### config.mk
export PLATFORM = sky130hd
export DESIGN_NAME = hazard_ctrl
export DESIGN_NICKNAME = d
export VERILOG_FILES = /design/src/rtl/hazard_ctrl.sv
export SDC_FILE = /design/constraint.sdc
export NUM_CORES = 1
export LEC_CHECK = 0
export ABC_AREA = 1
export CORE_MARGIN = 1.5
export CORE_UTILIZATION = 40
export CTS_CLUSTER_DIAMETER = 200
export DETAILED_ROUTE_END_ITERATION = 10
export PLACE_DENSITY = 0.69
export SLEW_MARGIN = 20
export SYNTH_ARGS = -nofsm -noshare
export SYNTH_HDL_FRONTEND = slang
export SYNTH_SLANG_ARGS = --single-unit
### constraint.sdc
create_clock -name clk_i -period 1.8 [get_ports clk_i]
set_clock_uncertainty 0.2 [all_clocks]
set_input_delay 0.36 -clock clk_i [delete_from_list [all_inputs] [get_ports clk_i]]
set_output_delay 0.36 -clock clk_i [all_outputs]
set_load 0.05 [all_outputs]
### src/rtl/hazard_ctrl.sv
// hazard_ctrl: pipeline hazard controller.
// Detects load-use hazards (bubble), resolves taken-branch flushes, and freezes
// the pipeline while an EX/MEM load/store waits on a data-memory handshake.
// Saturating counters track stall and flush cycles.
//
// Ports:
//   clk_i, rst_i           clock, synchronous active-high reset
//   idExMemRead_i, idExRd_i ID/EX load flag and destination register
//   ifIdRs1_i, ifIdRs2_i   IF/ID source registers
//   branchTaken_i          branch resolved taken in ID
//   exMemMemRead_i/Write_i EX/MEM memory access flags
//   memAck_i               data memory access complete
//   hazardDetected_o       zero the ID/EX control word (combinational)
//   pcWrite_o, ifIdWrite_o PC / IF/ID update enables (combinational)
//   ifIdFlush_o            clear IF/ID to a NOP (combinational)
//   pipeStall_o            freeze all pipeline registers (combinational)
//   memReq_o               registered data memory request
//   stallCount_o           stall/bubble cycle counter
//   flushCount_o           flush cycle counter
module hazard_ctrl #(
   parameter int unsigned COUNT_W = 32
) (
   input  logic               clk_i,
   input  logic               rst_i,
   input  logic               idExMemRead_i,
   input  logic [4:0]         idExRd_i,
   input  logic [4:0]         ifIdRs1_i,
   input  logic [4:0]         ifIdRs2_i,
   input  logic               branchTaken_i,
   input  logic               exMemMemRead_i,
   input  logic               exMemMemWrite_i,
   input  logic               memAck_i,
   output logic               hazardDetected_o,
   output logic               pcWrite_o,
   output logic               ifIdWrite_o,
   output logic               ifIdFlush_o,
   output logic               pipeStall_o,
   output logic               memReq_o,
   output logic [COUNT_W-1:0] stallCount_o,
   output logic [COUNT_W-1:0] flushCount_o
);

   typedef enum logic [1:0] {
      RUN  = 2'd0,
      WAIT = 2'd1,
      DONE = 2'd2
   } state_t;

   state_t state;
   state_t nextState;
   logic   memAccess;
   logic   loadUse;
   logic   pipeStall;
   logic   hazard;
   logic   flush;

   assign memAccess = exMemMemRead_i | exMemMemWrite_i;

   assign loadUse = idExMemRead_i & (idExRd_i != 5'd0) &
                    ((idExRd_i == ifIdRs1_i) | (idExRd_i == ifIdRs2_i));

   // State register
   always_ff @(posedge clk_i) begin
      if (rst_i) state <= RUN;
      else       state <= nextState;
   end

   // Next state and freeze; DONE ignores memAccess so the retiring access is not re-requested
   always_comb begin
      nextState = state;
      pipeStall = 1'b0;
      case (state)
         RUN: begin
            if (memAccess) begin
               pipeStall = 1'b1;
               nextState = WAIT;
            end
         end
         WAIT: begin
            pipeStall = 1'b1;
            if (memAck_i) nextState = DONE;
         end
         DONE: begin
            nextState = RUN;
         end
         default: begin
            nextState = RUN;
         end
      endcase
   end

   // Priority: memory freeze over load-use bubble over branch flush
   assign hazard = loadUse & ~pipeStall;
   assign flush  = branchTaken_i & ~pipeStall & ~hazard;

   assign pipeStall_o      = pipeStall;
   assign hazardDetected_o = hazard;
   assign pcWrite_o        = ~(pipeStall | hazard);
   assign ifIdWrite_o      = ~(pipeStall | hazard);
   assign ifIdFlush_o      = flush;

   // Request flop is high exactly while in WAIT
   always_ff @(posedge clk_i) begin
      if (rst_i) memReq_o <= 1'b0;
      else       memReq_o <= (nextState == WAIT);
   end

   // Saturating performance counters
   always_ff @(posedge clk_i) begin
      if (rst_i) begin
         stallCount_o <= '0;
         flushCount_o <= '0;
      end else begin
         if ((pipeStall | hazard) && !(&stallCount_o))
            stallCount_o <= stallCount_o + COUNT_W'(1);
         if (flush && !(&flushCount_o))
            flushCount_o <= flushCount_o + COUNT_W'(1);
      end
   end

endmodule

Word level (Yosys, flattened, before mapping)
Index checks and enable logic that the tools add are counted.
- bits in registers: 67
- input bits: 22
- output and inout port bits: 70
- logic and storage cells: 34
- $add $sub $neg: 2
- equality and inequality tests: 4
- muxes and demuxes: 5
- bitwise logic cells: 11
- reductions and logical operators: 8
- operators with widths (kind ; count):
    adder 32 x 1 -> 32 bit, second input constant ; 2
    AND reduction 32 bit ; 2
    == test 5 bit ; 2
    bitwise AND 1 bit ; 5
    nonzero test 5 bit ; 1
    == test 2 x 1 -> 1 bit, second input constant ; 2
    2-to-1 mux 2 bit ; 2
    one-hot mux 2 bit (2 select lines) ; 1
    inverter 1 bit ; 3
    bitwise OR 1 bit ; 3
    logical AND 1 bit ; 2
    zero test 1 bit ; 2
    zero test 2 bit ; 1
    one-hot mux 1 bit (2 select lines) ; 1
    2-to-1 mux 1 bit ; 1

Logic depth before layout (Yosys ltp)
Gate-level depths: netlist of the first run.
- depth after elaboration: 8
- mapped depth: 13
- depth with buffers taken out: 12

Least setup slack after synthesis of the first run
No wires, ideal clock.
- path kind: in2out
- start: input exMemMemWrite_i
- end: output pcWrite_o
- arrival: 2.202 ns
- data required time: 1.240 ns
- path slack: -0.962 ns
- stages: 7
- path buffers: 2
- cells stage by stage: nor3_1 > nor2_1 > inv_1 > nand2_2 > buf_2 > inv_1 > buf_4
- cells in the longest elaborated chain, start to end: 7
- ends and longest elaborated chain (item ; RTL line ; text):
    start: declaration ; 31 ; input logic exMemMemWrite_i,
    bitwise OR 1 bit (*) ; 57 ; assign memAccess = exMemMemRead_i | exMemMemWrite_i;
    2-to-1 mux 1 bit (*) ; 74 ; if (memAccess) begin
    one-hot mux 1 bit (2 select lines) (*) ; 72 ; case (state)
    net pipeStall_o ; 37 ; output logic pipeStall_o,
    inverter 1 bit ; 93 ; assign hazard = loadUse & ~pipeStall;
    bitwise AND 1 bit ; 93 ;
    bitwise OR 1 bit (*) ; n/a ;
    inverter 1 bit (*) ; n/a ;
    end: declaration ; 34 ; output logic pcWrite_o,
The timed path passes the listed nets; every way through them passes the cells marked *.

Worst setup path in the final report of the first run
- start: register stallCount_o[1]
- end: register stallCount_o[11]
- cells in the longest elaborated chain, start to end: 3
- elaborated cells on any way between the ends: 4
- those cells by class: add/sub (1); reduce/logical (3)
- ends and longest elaborated chain (item ; RTL line ; text):
    start: declaration ; 39 ; output logic [COUNT_W-1:0] stallCount_o,
    start signal: assignment ; 115 ; stallCount_o <= stallCount_o + COUNT_W'(1);
    branches (longest 3 deep; another with adder 32 x 1 -> 32 bit) ; n/a ;
Parallel ways; which one is timed is not known.
A chain may end at the register's enable or synchronous reset.

==> impl_metrics.yaml, run 1 <==
drt:
  topRoutingLayerUsed: "met4"
  wl_met3_mm: 1.99
  routed_via_density: 5.67
  drt-total-wl_mm: 20.5
  post-route-drc-count: 0
  drt_pass1_iterations: 6
  vias: 6613
  drt_iter0_drc: 598
  met2_length_mm: 9.94
  wl_per_cell_um: 17.6
  wl_met1_mm: 7.40
  drtAntennaViolNets: 0
setup_path:
  arrival_ps: 2090
  crit_fanout: 7
  crit_chain: "ha_4, nand3_4, inv_2, nand2_2, inv_2, nand2_4, inv_4, nand4_4, nand2_8, clkbuf_16, nand2_4, a21oi_2"
  slowest_stage: "dfxtp_4"
  cp_num_buf_inv: 4
  cp-end-kind: "register"
  critPathKind: "reg2reg"
  critical_path.max_stage_delay_ps: 370
  cp_top_family: "simple AND/OR/NAND/NOR gates"
  cp-start-kind: "register"
  cp.required_ps: 1880
logic_synthesis:
  synth_area_um2: 4640
  synth-seq-cells: 67
  synth-main-ff-cell: "dfxtp_1"
  synth-async-reset-ratio_pct: 0
  synth-warning-count: 0
  synth.top_cells.by_count: "271 x nand2_1, 125 x nor2_1, 75 x inv_1, 67 x dfxtp_1, 57 x nand3_1"
  avgSynthCellArea_um2: 5.90
  syn-num-nets: 811
  yosys-top-cells-area: "dfxtp_1 29%, nand2_1 22%, nor2_1 10%, nand3_1 6.1%, inv_1 6.1%"
  yosys.cell_types.count: 27
  yosysMostFrequentCell: "nand2_1"
  synth_top_area_share_pct: 28.9
  yosysTopAreaCell: "dfxtp_1"
  synth-seq-area-share_pct: 28.9
  postSynthCellCount: 787
  synth_edf_count: 0
sta:
  min_period_ps: 2010
  worst_pin_slew_ps: 412
  maxSlewHeadroom_pct: 72.5
  hold_viol: 0
  setup_tns_ps: -6480
  fin_crit_sh_pct: 111
  slew_viol_final: 0
  timing.final.ws_setup_ps: -207
  rsz0062_at_grt: "true"
  setup_viol: 59
  fmax_mhz: 498
pwr:
  ir_drop_v: 0.000484
  p_leak_nw: 4.01
  p_per_area_nw_per_um2: 464
clock_tree:
  root_buffer: "clkbuf_16"
  numClockSinks: 67
  clkLatencyLatePin_ps: 360
  htreeDepth: 3
  tritoncts: "done"
  cts_inserted_buffers: 9
  clk_pin_slew_ps: 60
  cts_max_path_buffers: 2
place:
  place_area_um2: 7400
  dp_hpwl_mm: 11.7
  gp_congestion: 0.932
  port_buffers: 91
  pre_cts_slack_ps: -622
outcome:
  status: "finished with violations"
  violations: "setup timing"
layout:
  synthToLayoutAreaGrowth_pct: 93.7
  fin_area_um2: 8990
  drive_gt1_share_pct: 50.0
  utilization_pct: 79.1
  diodes: 0
  fin_nets: 1042
global_routing:
  grt_pass1_wl_mm: 26.5
  antenna_found_initial: 0
  grt_overflow: 0
  grt_pass1_vias: 5748
  grt_max_degree: 25
  grtUsageTotal_pct: 26.6
floorplan:
  start_util_pct: 40.8
  die_x_um: 111
  row_count: 39
  dieArea_um2: 12300
  die_h_um: 111
  core_um2: 11400
  io_pins: 92
min_path:
  min_path_type: "in2reg"
job:
  max_cap_viol_count: 0
## routing by layer
metal	track usage (%)	vias up
met1	33.7	3062
met4	11.1	0
met5	0	-
met3	5.25	126
li1	-	2961
met2	44.0	464
## through the flow
step	hold WS (ps)	total power, mW	cells
floorplan	262	1.91	787
global placement	271	2.22	1117
detailed placement	274	2.23	1117
CTS	263	3.99	1154
global route	293	4.27	1166
finish	276	4.17	1166
## flip-flops by register name (all words and copies together) (netlist names)
signal,flops
state,2
flushCount_o,32
stallCount_o,32
memReq_o,1
## layout by cell type (no fill, tap or decap), types with 7 or more instances in the layout
master | synthesis | routed
nand3b_1 | 15 | 15
nor2_4 | 0 | 10
nor3_1 | 16 | 7
nand2_4 | 0 | 34
clkbuf_16 | 0 | 15
nor2_1 | 125 | 100
nand3_2 | 2 | 13
nand4_1 | 27 | 27
a21oi_2 | 0 | 39
dfxtp_2 | 0 | 45
xor2_1 | 23 | 22
nor3_2 | 3 | 7
inv_2 | 4 | 14
buf_2 | 6 | 8
a21oi_1 | 47 | 8
nand2_2 | 4 | 28
inv_1 | 75 | 61
buf_12 | 0 | 77
nor2_2 | 4 | 19
dfxtp_4 | 0 | 19
buf_6 | 6 | 16
nand2_1 | 271 | 211
buf_4 | 1 | 125
nand3_1 | 57 | 43
buf_8 | 0 | 8
## power breakdown
part	leakage (nW)	internal, mW	switching (mW)	total [mW]
logic	3.29	0.401	0.487	0.888
clock network	0.141	1.01	0.737	1.75
registers	0.579	1.49	0.0388	1.53
## area by class of cell
class / count / area, um2
clock buffer: 10 / 250
fill: 681 / 2380
clock inverter: 6 / 38.8
inverter: 81 / 323
timing repair buffer: 247 / 3050
tap: 143 / 179
multi-input combinational: 612 / 3680
sequential: 67 / 1470
## cell families after synthesis
| family | Yosys count | synth area share [%] |
|---|---|---|
| and+or+nand+nor | 527 | 49.2 |
| buffers and inverters | 108 | 9.95 |
| DFF | 67 | 28.9 |
| AOI/OAI and AO/OA | 54 | 5.93 |
| xor gates and xnor gates | 29 | 5.47 |
| adders and majority gates | 2 | 0.539 |
## timing repair
item	in CTS	in global routing
hold buffers	0	0
setup endpoints to repair	69	66
gates resized for setup	113	219
gates cloned	3	5
pin swaps	39	76
buffers inserted	19	10
## worst min-delay path: stages
cell     delay, ps
buf_2          100
inv_1           50
buf_4          170
nand2_1         70
nor2_1          30
## path summary, 6_finish.rpt
check	startpoint	endpoint	slack, ps	cells past startpoint
max	stallCount_o[1]	stallCount_o[11]	-210	12
max reg2reg	stallCount_o[1]	stallCount_o[11]	-210	12
min	rst_i	flushCount_o[1]	280	5
min reg2reg	state[1]	state[1]	290	1
Note: power is estimated with default switching activity, not from simulation.
==> run 2: changes to the inputs <==
--- a/config.mk
+++ b/config.mk
@@ -10,7 +10,8 @@
 export CORE_UTILIZATION = 40
 export CTS_CLUSTER_DIAMETER = 200
 export DETAILED_ROUTE_END_ITERATION = 10
-export PLACE_DENSITY = 0.69
+export DONT_BUFFER_PORTS = 1
+export PLACE_DENSITY = 0.58
 export SLEW_MARGIN = 20
 export SYNTH_ARGS = -nofsm -noshare
 export SYNTH_HDL_FRONTEND = slang
==> run 2 against run 1 <==
  * The flow still finishes with violations (setup timing)
  * Via count decreased by 14%
  * Sequential power barely moved
  * Worst setup slack better by 65 ps
==> impl_metrics.yaml, run 2 (same netlist as run 1, synthesis figures left out) <==
floorplan:
  row_count: 39
  die_x_um: 111
  start_util_pct: 40.8
  die_h_um: 111
  io_pins: 92
  dieArea_um2: 12300
  core_um2: 11400
drt:
  drt_iter0_drc: 374
  vias: 5717
  post-route-drc-count: 0
  drt_pass1_iterations: 5
  drt-total-wl_mm: 16.6
  drtAntennaViolNets: 0
  wl_per_cell_um: 15.4
  routed_via_density: 5.28
place:
  gp_congestion: 0.950
  pre_cts_slack_ps: -83.8
  dp_hpwl_mm: 11.3
  placed_cells: 1038
  port_buffers: 0
  place_area_um2: 5970
sta:
  holdWs_ps: 134
  worst_pin_slew_ps: 501
  setup_viol: 47
  fin_crit_sh_pct: 108
  rsz0062_at_grt: "true"
  fmax_mhz: 515
  slew_viol_final: 0
  maxSlewHeadroom_pct: 66.6
  hold_viol: 0
  min_period_ps: 1940
  timing.final.ws_setup_ps: -141
global_routing:
  grt_overflow: 0
  grt_pass1_wl_mm: 25.4
  gr-usage-met1_pct: 31.5
  grt_pass1_vias: 5317
  grt_use_met3_pct: 5.03
  antenna_found_initial: 0
  use_met2_pct: 42.8
  grt_most_used_layer: "met2"
  grt_max_degree: 47
  grtUsageTotal_pct: 25.3
clock_tree:
  clk_pin_slew_ps: 60
  numClockSinks: 67
  cts_inserted_buffers: 9
  tritoncts: "done"
  clkLatencyLatePin_ps: 340
  cts_max_path_buffers: 2
  root_buffer: "clkbuf_16"
  htreeDepth: 3
setup_path:
  slowest_stage: "dfxtp_2"
  critical_path.max_stage_delay_ps: 330
  cpMostUsedCell: "buf_12"
  rr_startpoint: "stallCount_o[0]"
  r2r_cells: 13
  arrival_ps: 1380
  startpoint: "state[0]"
  cp-start-kind: "register"
  cp.required_ps: 1240
  reg2reg_setup_slack_ps: -120
  cp_top_family: "buffers and inverters"
  crit_fanout: 4
  r2r-end: "stallCount_o[17]"
  crit_chain: "nor3_4, nor2_4, inv_4, nand3_2, buf_12, inv_6, buf_12"
  cp_num_buf_inv: 4
  cp-end-kind: "output pin"
  critPathKind: "reg2out"
layout:
  stdcell_count: 1082
  final_cell_mix: "235 x nand2_1, 136 x buf_4, 97 x nor2_1, 67 x inv_1, 47 x dfxtp_2"
  diodes: 0
  largest_registers: "flushCount_o x32, stallCount_o x32, state x2"
  fin_nets: 958
  n_fill_cell: 957
  drive_gt1_share_pct: 42.2
  final_common_cell: "nand2_1"
  synthToLayoutAreaGrowth_pct: 57.2
  fin_area_um2: 7290
outcome:
  violations: "setup timing"
  status: "finished with violations"
min_path:
  whs_endpoint: "flushCount_o[2]"
  min_path_type: "in2reg"
  hold_depth: 4
  worstHoldStart: "rst_i"
pwr:
  ir_drop_v: 0.000455
  p_per_area_nw_per_um2: 540
  p_leak_nw: 3.26
job:
  max_cap_viol_count: 0
run 2: changes by cell type in the layout (fill, tap and decap cells not counted), sizes merged:
cell	before	now
buf	236	159
clkbuf	16	18
clkdlybuf4s50	2	0
clkinv	5	3
dlygate4sd2	2	0
inv	80	78
clkdlybuf4s15	1	0
clkinvlp	2	1
dlygate4sd3	0	1
run 2: report_power, final:
| group | internal [mW] | total (mW) | switching (mW) |
|---|---|---|---|
| combinational | 0.230 | 0.616 | 0.386 |
| clock | 1.12 | 1.78 | 0.660 |
| sequential | 1.50 | 1.54 | 0.0433 |
| total | 2.85 | 3.94 | 1.09 |
run 2: cell type report:
type	count	area, um2	area share (%)
Clock buffer	15	298	4.08
Inverter	81	328	4.50
Timing Repair Buffer	163	1480	20.3
Sequential cell	67	1460	20.1
Tap cell	143	179	2.45
Multi-Input combinational cell	612	3540	48.5
Clock inverter	1	5.00	0.0686
run 2: how the worst max path moves through the flow:
| stage | slack, ps | cells after the start | end |
|---|---|---|---|
| 2_1_floorplan | -320 | 7 | pcWrite_o |
| 3_3_place_gp | -60 | 10 | pcWrite_o |
| 3_5_place_dp | -80 | 11 | stallCount_o[7] |
| 4_1_cts | -150 | 7 | hazardDetected_o |
| 5_1_grt | -230 | 10 | pcWrite_o |
| 6_report | -140 | 7 | hazardDetected_o |
run 2: timing repair:
| item | CTS | global route |
|---|---|---|
| cloned | 1 | 4 |
| setup buffers | 10 | 17 |
| pin swaps | 7 | 70 |
| gates resized for setup | 26 | 167 |
| hold buffers | 2 | 0 |
| setup endpoints to repair | 62 | 68 |
| hold endpoints to repair | 46 | 0 |
run 2: worst reg2reg max path: cells and delay by family (launching register included):
family / cells / cell delay (ps)
flops: 1 / 360
fa+ha+maj: 1 / 150
buf+inv: 5 / 510
compound gates: 1 / 130
simple gates: 6 / 490
run 2: routing by layer:
| layer | share of wire [%] | up-vias | wire (um) |
|---|---|---|---|
| met5 | 0 | - | 0 |
| met4 | 2.7 | 0 | 454 |
| met3 | 6.7 | 34 | 1110 |
| met2 | 49 | 208 | 8180 |
| met1 | 41 | 2684 | 6890 |
| li1 | - | 2791 | - |
run 2: through the flow:
| step | util (%) | power (mW) | setup TNS (ps) |
|---|---|---|---|
| 3_3_place_gp | 52.5 | 2.03 | -1370 |
| 6_report | 64.1 | 3.94 | -2600 |
| 4_1_cts | 57.4 | 3.90 | -490 |
| 2_1_floorplan | - | 1.91 | -2980 |
| 3_5_place_dp | 52.5 | 2.04 | -2670 |
| 5_1_grt | 64.1 | 4.07 | -7750 |
==> run 3: changes to the inputs <==
--- a/config.mk
+++ b/config.mk
@@ -6,13 +6,13 @@
 export NUM_CORES = 1
 export LEC_CHECK = 0
 export ABC_AREA = 1
+export CAP_MARGIN = 0
 export CORE_MARGIN = 1.5
 export CORE_UTILIZATION = 40
 export CTS_CLUSTER_DIAMETER = 200
 export DETAILED_ROUTE_END_ITERATION = 10
 export DONT_BUFFER_PORTS = 1
 export PLACE_DENSITY = 0.58
-export SLEW_MARGIN = 20
 export SYNTH_ARGS = -nofsm -noshare
 export SYNTH_HDL_FRONTEND = slang
 export SYNTH_SLANG_ARGS = --single-unit
==> results of run 3 <==
No change in the layout: final DEF, timing and power equal those of run 2.
